<file path="src/rtl/brick_draw.sv">
// brick_draw: rasterises one brick rectangle to the VGA adapter write port.
//
// A start pulse seen in idle latches the brick's top-left pixel and health,
// then one pixel per cycle is presented in raster order (x fastest) for
// exactly BRICK_W*BRICK_H cycles, followed by a one-cycle done pulse.
// Pixels that fall off the right or bottom of the screen still take their
// cycle but are not plotted. Health 0 paints black, erasing the brick.
//
// Ports:
//   clk        system clock
//   resetn     synchronous, active-low reset
//   start      one-cycle draw request, honoured only while idle
//   x_in       brick top-left x pixel (10 bits)
//   y_in       brick top-left y pixel (10 bits)
//   health_in  brick health 0..3
//   busy       high whenever a brick is being drawn or completing
//   done       one-cycle pulse after the last pixel
//   vga_x      current pixel x (0 outside drawing)
//   vga_y      current pixel y (0 outside drawing)
//   colour     current pixel colour {R,G,B} (0 outside drawing)
//   plot       VGA write enable
//
// state  | meaning
// S_IDLE | waiting for start
// S_DRAW | presenting one pixel per cycle
// S_DONE | done pulse, then back to idle
module brick_draw #(
    parameter int BRICK_W = 8,
    parameter int BRICK_H = 4,
    parameter int X_MAX   = 160,
    parameter int Y_MAX   = 120
) (
    input  logic       clk,
    input  logic       resetn,
    input  logic       start,
    input  logic [9:0] x_in,
    input  logic [9:0] y_in,
    input  logic [1:0] health_in,
    output logic       busy,
    output logic       done,
    output logic [9:0] vga_x,
    output logic [9:0] vga_y,
    output logic [2:0] colour,
    output logic       plot
);

    localparam logic [1:0] S_IDLE = 2'd0;
    localparam logic [1:0] S_DRAW = 2'd1;
    localparam logic [1:0] S_DONE = 2'd2;

    localparam logic [5:0] OX_LAST = 6'(BRICK_W - 1);
    localparam logic [5:0] OY_LAST = 6'(BRICK_H - 1);

    logic [1:0]  state_q, state_d;
    logic [9:0]  x_q, x_d;
    logic [9:0]  y_q, y_d;
    logic [1:0]  health_q, health_d;
    logic [5:0]  ox_q, ox_d;
    logic [5:0]  oy_q, oy_d;

    logic        last_col;
    logic        last_pix;
    logic [10:0] x_sum;
    logic [10:0] y_sum;

    assign last_col = (ox_q == OX_LAST);
    assign last_pix = last_col && (oy_q == OY_LAST);

    // Sums are one bit wider than the coordinates so that a brick placed
    // near 1023 is seen as off-screen rather than wrapping back to x=0.
    assign x_sum = {1'b0, x_q} + {5'b0, ox_q};
    assign y_sum = {1'b0, y_q} + {5'b0, oy_q};

    // State register
    always_ff @(posedge clk) begin
        if (!resetn) begin
            state_q <= S_IDLE;
        end else begin
            state_q <= state_d;
        end
    end

    // Next-state logic
    always_comb begin
        state_d = S_IDLE;
        case (state_q)
            S_IDLE:  state_d = start ? S_DRAW : S_IDLE;
            S_DRAW:  state_d = last_pix ? S_DONE : S_DRAW;
            S_DONE:  state_d = S_IDLE;
            default: state_d = S_IDLE;
        endcase
    end

    // Latched brick and raster offsets
    always_comb begin
        x_d      = x_q;
        y_d      = y_q;
        health_d = health_q;
        ox_d     = ox_q;
        oy_d     = oy_q;
        if (state_q == S_IDLE && start) begin
            x_d      = x_in;
            y_d      = y_in;
            health_d = health_in;
            ox_d     = '0;
            oy_d     = '0;
        end else if (state_q == S_DRAW) begin
            if (last_col) begin
                ox_d = '0;
                oy_d = oy_q + 6'd1;
            end else begin
                ox_d = ox_q + 6'd1;
            end
        end
    end

    always_ff @(posedge clk) begin
        if (!resetn) begin
            x_q      <= '0;
            y_q      <= '0;
            health_q <= '0;
            ox_q     <= '0;
            oy_q     <= '0;
        end else begin
            x_q      <= x_d;
            y_q      <= y_d;
            health_q <= health_d;
            ox_q     <= ox_d;
            oy_q     <= oy_d;
        end
    end

    // Outputs
    always_comb begin
        busy   = (state_q != S_IDLE);
        done   = (state_q == S_DONE);
        plot   = 1'b0;
        vga_x  = '0;
        vga_y  = '0;
        colour = '0;
        if (state_q == S_DRAW) begin
            vga_x = x_sum[9:0];
            vga_y = y_sum[9:0];
            plot  = (x_sum < 11'(X_MAX)) && (y_sum < 11'(Y_MAX));
            case (health_q)
                2'd3:    colour = 3'b100;
                2'd2:    colour = 3'b110;
                2'd1:    colour = 3'b010;
                default: colour = 3'b000;
            endcase
        end
    end

endmodule

</file>
<file path="config.mk">
export PLATFORM = sky130hd
export DESIGN_NAME = brick_draw
export DESIGN_NICKNAME = d
export VERILOG_FILES = /design/src/rtl/brick_draw.sv
export SDC_FILE = /design/constraint.sdc
export NUM_CORES = 1
export LEC_CHECK = 0
export CAP_MARGIN = 0
export CORE_MARGIN = 5
export CORE_UTILIZATION = 50
export DETAILED_ROUTE_END_ITERATION = 8
export PLACE_DENSITY = 0.77
export SLEW_MARGIN = 20
export SYNTH_ARGS = -nofsm -noshare
export SYNTH_HDL_FRONTEND = slang
export SYNTH_SLANG_ARGS = --single-unit
</file>
<file path="constraint.sdc">
create_clock -name clk -period 3 [get_ports clk]
set_input_delay 0.45 -clock clk [delete_from_list [all_inputs] [get_ports clk]]
set_output_delay 0.45 -clock clk [all_outputs]
set_load 0.02 [all_outputs]
</file>
-- Yosys cells after proc, flatten, opt, wreduce, memory -nomap -nowiden
Cells that the tools add are included.
- register bits: 36
- input bits: 25
- output and inout bits: 26
- word-level logic and storage cells: 36
- add/subtract/negate cells: 4
- magnitude comparators: 2
- eq/ne operators: 7
- multiplexer cells: 9
- bitwise operators: 1
- reduce and logical (&&, ||, !) cells: 7
- operators by type and width (cell ; count):
    adder 10 x 6 -> 11 bit ; 2
    two-way mux 10 bit ; 2
    adder 6 x 1 -> 6 bit, second input constant ; 2
    less-than comparator 11 x 7 -> 1 bit, second input constant ; 1
    less-than comparator 11 x 8 -> 1 bit, second input constant ; 1
    case mux 3 bit (3 select lines) ; 1
    == test 2 bit, second input constant ; 3
    == test 6 x 2 -> 1 bit, second input constant ; 1
    == test 6 x 3 -> 1 bit, second input constant ; 1
    two-way mux 6 bit ; 1
    == test 2 x 1 -> 1 bit, second input constant ; 2
    case mux 2 bit (2 select lines) ; 1
    logical AND 1 bit ; 3
    two-way mux 3 bit ; 1
    zero test 2 bit ; 1
    two-way mux 1 bit ; 2
    two-way mux 2 bit ; 1
    AND reduction 2 bit ; 1
    nonzero test 2 bit ; 1
    OR reduction 2 bit ; 1
    NOT 1 bit ; 1

-- Logic depth before layout (Yosys ltp)
Gate-level depths: netlist (run 1).
- word-level depth: 4
- gate-level depth with buffers: 9
- depth with buffers taken out: 9

-- Worst setup path after synthesis (run 1)
No wires, ideal clock.
- path type: flip-flop to output port
- start: register oy_q[0]
- end: output port plot
- arrival: 2.631 ns
- required time: 2.550 ns
- setup slack: -0.081 ns
- stages on the path, launching flop included: 10
- path buffers: 0
- path through: dfxtp_1 > ha_1 > inv_1 > fa_1 > nor2b_1 > o31a_1 > nor4_1 > a311oi_1 > o2111ai_1 > nor4b_1
- word-level cells in the longest chain between the ends: 4
- ends and longest elaborated chain (what ; RTL line ; RTL):
    start: declaration ; 59 ; logic [5:0] oy_q, oy_d;
    start signal: assignment ; 129 ; oy_q <= oy_d;
    adder 10 x 6 -> 11 bit ; 72 ; assign y_sum = {1'b0, y_q} + {5'b0, oy_q};
    less-than comparator 11 x 7 -> 1 bit ; 144 ; plot = (x_sum < 11'(X_MAX)) && (y_sum < 11'(Y_MAX));
    logical AND 1 bit ; 144 ;
    two-way mux 1 bit ; 141 ; if (state_q == S_DRAW) begin
    end: declaration ; 44 ; output logic plot
No other way between the ends.

-- Worst setup path in the final report (run 1)
- start: register y_q[0]
- end: output port plot
- word-level cells in the longest chain between the ends: 4
- ends and longest elaborated chain (what ; RTL line ; RTL):
    start: declaration ; 56 ; logic [9:0] y_q, y_d;
    start signal: assignment ; 126 ; y_q <= y_d;
    adder 10 x 6 -> 11 bit ; 72 ;
    less-than comparator 11 x 7 -> 1 bit ; 144 ;
    logical AND 1 bit ; 144 ;
    two-way mux 1 bit ; 141 ;
No other way between the ends.

==> summary.txt, run 1 <==
Syn Nets - 315
Top cells by count, synth - dfxtp_1 (36), nor2_1 (36), nand2_1 (23)
Htree depth - 2
Pwr dens - 349 mW/mm^2
CP Class - flop to output pin
Final period util - 1.06
Die Area - 0.00592 sq mm
R2R setup slack - 1.18 ns
Largest net degree at the start of global routing - 20
Initial antenna violation count - 0
Worst slew pin tran - 0.850 ns
Final Max Tran Viols - 0
Placement-stage cell area - 0.00311 sq mm
Worst Setup EP - plot
Final nets - 413
Post-synth top area cell - dfxtp_1
WL final - 6.50 mm
Post-synth top area share - 0.321
Relative slew slack - 0.434
Post-layout min period - 3.18 ns
Number of antenna-violating nets in the routed design - 0
CP startpoint kind - flop
Worst Path Required - 2.55 ns
Starting Density - 0.515
Setup slack after layout - -0.178 ns
Seq/Total Area, Yosys - 0.321
Reg2reg end - oy_q[5]
Crit path launch - y_q[0]
WP data arrival - 2.73 ns
Clk_lat worst skew - 0.29 ns
Worst vdd ir - 242 uV
EDFF count, synth - 0
CP Max Fanout - 3
N_diodes - 0
Post-synth ARST share - 0
Synthesized area per cell - 8.27 sq um
CTS buffer count - 5
Largest cells by area after synthesis - dfxtp_1 (32%), ha_1 (9.5%), a22o_1 (6.6%), nor2_1 (6.0%), xor2_1 (4.7%)
Detailed-route via count - 2343
Synth Cell Area - 0.00224 sq mm
Core Footprint - 0.00435 sq mm
Overflow after GRT - 0
Pre-Repair DR Iteration Count - 4
GRT Util Overall - 0.209
Clock sink count - 36
Critical R2R Launch - state_q[0]
Min-delay src - x_q[0]
Number of max-cap violations - 0
WHS - 0.506 ns
PortBufs - 49
Fmax - 0.315 GHz
HP Class - flop to flop
Post-synthesis register bit count - 36
Synth Instances - 271
Number of global-route vias before repair - 2254
Final hold vios - 0
Num ports - 51
Worst Setup End Kind - output pin
Clk root buf - clkbuf_8
Die Height - 77.0 microns
GPL Wtd Cong - 0.894
YS warnings - 0
Post-CTS Hold Buffers - 0
Dpl hpwl - 4.49 mm
Area grow syn2layout - 47.5%
Layout Cell Area excl Fill - 0.00331 sq mm
Leak - 1.47 nW
Total power - 1.15 mW
Ys flop type - dfxtp_1
Die width - 77.0 microns
RSZ-0062 raised after global routing - true
Clock transition at the registers of the reported paths - 0.07 ns
Initial DRC Count - 130
Clock Tree Buf Depth - 2
Final Util - 0.759
Clk_skew - 0.00227 ns
FF-to-FF path depth - 7
First-pass GRT wire length - 10.1 mm
Num rows - 24
Share of cells above drive strength 1 - 0.251
Status - complete, but fails checks
CTS tree - done
Final setup viols - 1
DR vias/cell - 5.55
DP Worst Slack - -0.282 ns
Failing checks - setup timing
DRC violations left - 0
Synth cell types - 46
Detailed-route wire length per cell - 15.4 microns
## what timing repair did
item,in CTS,in global routing
buffers inserted,1,6
gates resized for setup,25,31
cloned,0,0
pin swaps,2,8
endpoints found under the setup margin,10,13
## cell families (layout without fill, tap and decap cells)
| kind of cell | count (synthesis) | after routing | synth area share |
|---|---|---|---|
| AO/OA/AOI/OAI | 65 | 65 | 0.210 |
| XOR/XNOR | 18 | 18 | 0.0703 |
| adder cells (fa/ha/maj) | 19 | 19 | 0.113 |
| buffers and inverters | 23 | 122 | 0.0402 |
| flip-flops | 36 | 36 | 0.321 |
| other | 1 | 1 | 0.00167 |
| AND/OR/NAND/NOR | 109 | 109 | 0.244 |
## layout make-up
cell class              instances  area, sq um
clock buffers                   8         90.1
multi-input cells             212         1520
flip-flops and latches         36          724
fillers                       331         1050
repair buffers                103          865
well taps                      52         65.1
inverters                      11         41.3
## state kept, by name, indices dropped and copies added, names as in the netlist
| name | flops |
|---|---|
| ox_q | 6 |
| y_q | 10 |
| health_q | 2 |
| x_q | 10 |
| state_q | 2 |
| oy_q | 6 |
## per-stage QoR
step | instances | TNS, ns
after CTS | 416 | -0.165
after detailed placement | 407 | -0.282
after floorplan | 271 | 0
final | 422 | -0.178
after global placement | 407 | -0.200
after global routing | 422 | -0.395
## power by group
group | internal (mW) | switching (mW) | total [mW]
clock | 0.187 | 0.171 | 0.358
combinational | 0.138 | 0.130 | 0.267
sequential | 0.502 | 0.0247 | 0.527
## placed cells by master, fill, tap and decap left out, types with 3 or more instances in the layout
cell	netlist	final
a211oi_2	1	4
a21o_1	4	4
a21oi_1	10	8
a22o_1	17	17
a31oi_1	3	3
and2_1	6	6
buf_4	1	55
clkbuf_2	0	5
clkbuf_8	0	6
clkdlybuf4s50_1	0	36
dfxtp_1	36	33
dfxtp_2	0	3
dlymetal6s2s_1	0	3
ha_1	17	15
inv_1	11	10
nand2_1	23	23
nand3_1	4	4
nand4_1	5	5
nor2_1	36	36
nor2b_1	9	7
nor3_1	8	8
o21a_1	4	4
o21ai_0	11	10
xnor2_1	6	6
xor2_1	12	12
## metal layers
metal / global-route usage / vias to the layer above / routed length [microns]
met5: 0 / - / 0
met1: 0.264 / 1110 / 2900
met3: 0.0468 / 11 / 295
met2: 0.348 / 62 / 3200
met4: 0.0734 / 0 / 100
li1: - / 1160 / -
## critical path: stages, from the launching register on
cell and delay (ns):
dfxtp_2 0.34, ha_4 0.16, inv_2 0.06, fa_2 0.21, nor2b_2 0.05, o31a_1 0.27
buf_4 0.15, or4_1 0.39, a32oi_1 0.25, o2111ai_2 0.15, nor4b_2 0.24, buf_4 0.18
## worst min-delay path by stage
stage | endpoint | slack (ns) | cells after the start
floorplan | x_q[0] | 0.46 | 1
global placement | x_q[0] | 0.47 | 1
detailed placement | y_q[2] | 0.48 | 1
CTS | y_q[2] | 0.50 | 1
global route | x_q[0] | 0.54 | 1
finish | x_q[0] | 0.51 | 1
No activity file was read; power rests on OpenSTA's default activity.
==> run 2: changes to the inputs <==
Settings changed: CAP_MARGIN 0 to not set, CORE_MARGIN 5 to not set.
==> run 2 against run 1 <==
Effect of this change:
- sequential share of layout area is 0.20 points higher
- power increased by 5.7%
- critical path depth unchanged
- cell count down 1.4%
- highest routed layer unchanged
- clock power up 22%
- the run still ends with setup timing left
- maximum frequency rose by 0.77%
- non-clock buffer count is 4 lower
- largest power group unchanged
==> summary.txt, run 2 (synthesized netlist as in run 1, its figures left out) <==
Status - complete, but fails checks
Failing checks - setup timing
Dpl hpwl - 4.30 mm
Final Max Tran Viols - 0
Die Height - 69.0 microns
Filler cells - 300
Biggest regs - x_q: 10 flops, y_q: 10 flops
Setup_tns - -0.153 ns
Detailed-route wire length per cell - 14.5 microns
GRT Util Overall - 0.271
Most frequent cells in the layout - buf_4 (52), nor2_1 (36), clkdlybuf4s50_1 (36), dfxtp_1 (34), nand2_1 (23)
Worst Path Required - 2.55 ns
Starting Density - 0.541
Largest net degree at the start of global routing - 20
Layout Cell Area excl Fill - 0.00327 sq mm
Worst Setup End Kind - output pin
Initial antenna violation count - 0
Leak - 1.44 nW
Worst vdd ir - 332 uV
Num ports - 51
Pwr dens - 372 mW/mm^2
CP Class - flop to output pin
Number of global-route vias before repair - 2128
Worst slew pin tran - 0.827 ns
CTS tree - done
RSZ-0062 raised after global routing - true
Clock sink count - 36
N_diodes - 0
Clock Tree Buf Depth - 2
PortBufs - 49
DRC violations left - 0
Core Footprint - 0.00414 sq mm
Post-layout min period - 3.15 ns
DR vias/cell - 5.70
CP startpoint kind - flop
Share of cells above drive strength 1 - 0.240
Number of max-cap violations - 0
Post-CTS Hold Buffers - 0
Final setup viols - 1
Finished Layout Cells - 416
Htree depth - 2
HP Class - flop to flop
Commonest non-fill, non-tap cell in the layout - buf_4
Initial DRC Count - 215
GPL Wtd Cong - 0.854
First-pass GRT wire length - 9.39 mm
Final nets - 409
Fmax - 0.317 GHz
Clk_lat worst skew - 0.29 ns
Die Area - 0.00476 sq mm
Placement-stage cell area - 0.00309 sq mm
FF-to-FF path depth - 7
WL final - 6.05 mm
Detailed-route via count - 2373
Pre-Repair DR Iteration Count - 4
Clock transition at the registers of the reported paths - 0.07 ns
WP data arrival - 2.70 ns
Number of antenna-violating nets in the routed design - 0
Relative slew slack - 0.449
CTS buffer count - 5
Die width - 69.0 microns
Setup slack after layout - -0.153 ns
Final period util - 1.05
Clk_skew - 0.00622 ns
Clk root buf - clkbuf_8
Area grow syn2layout - 45.9%
Num rows - 23
Hold Path Depth - 1
CP Max Fanout - 5
Final hold vios - 0
Total power - 1.22 mW
Placed instance count - 403
Overflow after GRT - 0
## run 2: cell count changes in the layout (fill, tap and decap cells not counted), sizes merged
cell and change:
buf -4, clkbuf -3, bufinv +1, clkinv +1, clkinvlp +1, dlygate4sd2 +1, dlymetal6s2s -1
## run 2: worst paths after layout
kind	end	startpoint	slack, ns
hold reg to reg	x_q[0]	x_q[0]	0.50
setup reg to reg	oy_q[5]	state_q[0]	1.12
setup / recovery	plot	y_q[0]	-0.15
hold / removal	x_q[0]	x_q[0]	0.50
## run 2: worst max-delay path: stages, from the launching register on
cell,delay (ns)
dfxtp_2,0.36
ha_4,0.14
inv_2,0.03
fa_2,0.34
nor2b_2,0.15
o31a_1,0.25
nor4_1,0.07
a311oi_1,0.33
buf_4,0.18
o2111ai_2,0.12
nor4b_2,0.24
buf_4,0.18
## run 2: power breakdown
group / switching, mW / internal, mW
Clock: 0.189 / 0.246
Sequential: 0.0245 / 0.502
Combinational: 0.126 / 0.131
## run 2: cell type report
type | count | area [sq um] | area share
Clock buffer | 5 | 68.8 | 0.0210
Multi-Input combinational cell | 212 | 1500 | 0.459
Inverter | 11 | 41.3 | 0.0126
Tap cell | 50 | 62.6 | 0.0191
Clock inverter | 3 | 42.5 | 0.0130
Timing Repair Buffer | 99 | 833 | 0.255
Sequential cell | 36 | 723 | 0.221
## run 2: layer usage
metal | up-vias | part of all wire | track usage
met5 | - | 0 | 0
met4 | 0 | 0.024 | 0.115
met3 | 15 | 0.068 | 0.0576
met2 | 102 | 0.46 | 0.445
met1 | 1103 | 0.45 | 0.339
li1 | 1153 | - | -
## run 2: timing repair
action / 4_1_cts / 5_1_grt
endpoints found under the hold margin: 0 / 0
buffers inserted: 4 / 1
setup endpoints to repair: 12 / 9
resized for setup: 38 / 16
pin swaps: 6 / 1
## run 2: metrics by stage
step,util,hold WS (ns),setup slack (ns)
final,0.790,0.500,-0.153
after global routing,0.790,0.511,-0.258
after CTS,0.788,0.498,-0.121
after detailed placement,0.746,0.477,-0.304
after global placement,0.746,0.471,-0.212
after floorplan,-,0.456,0.170
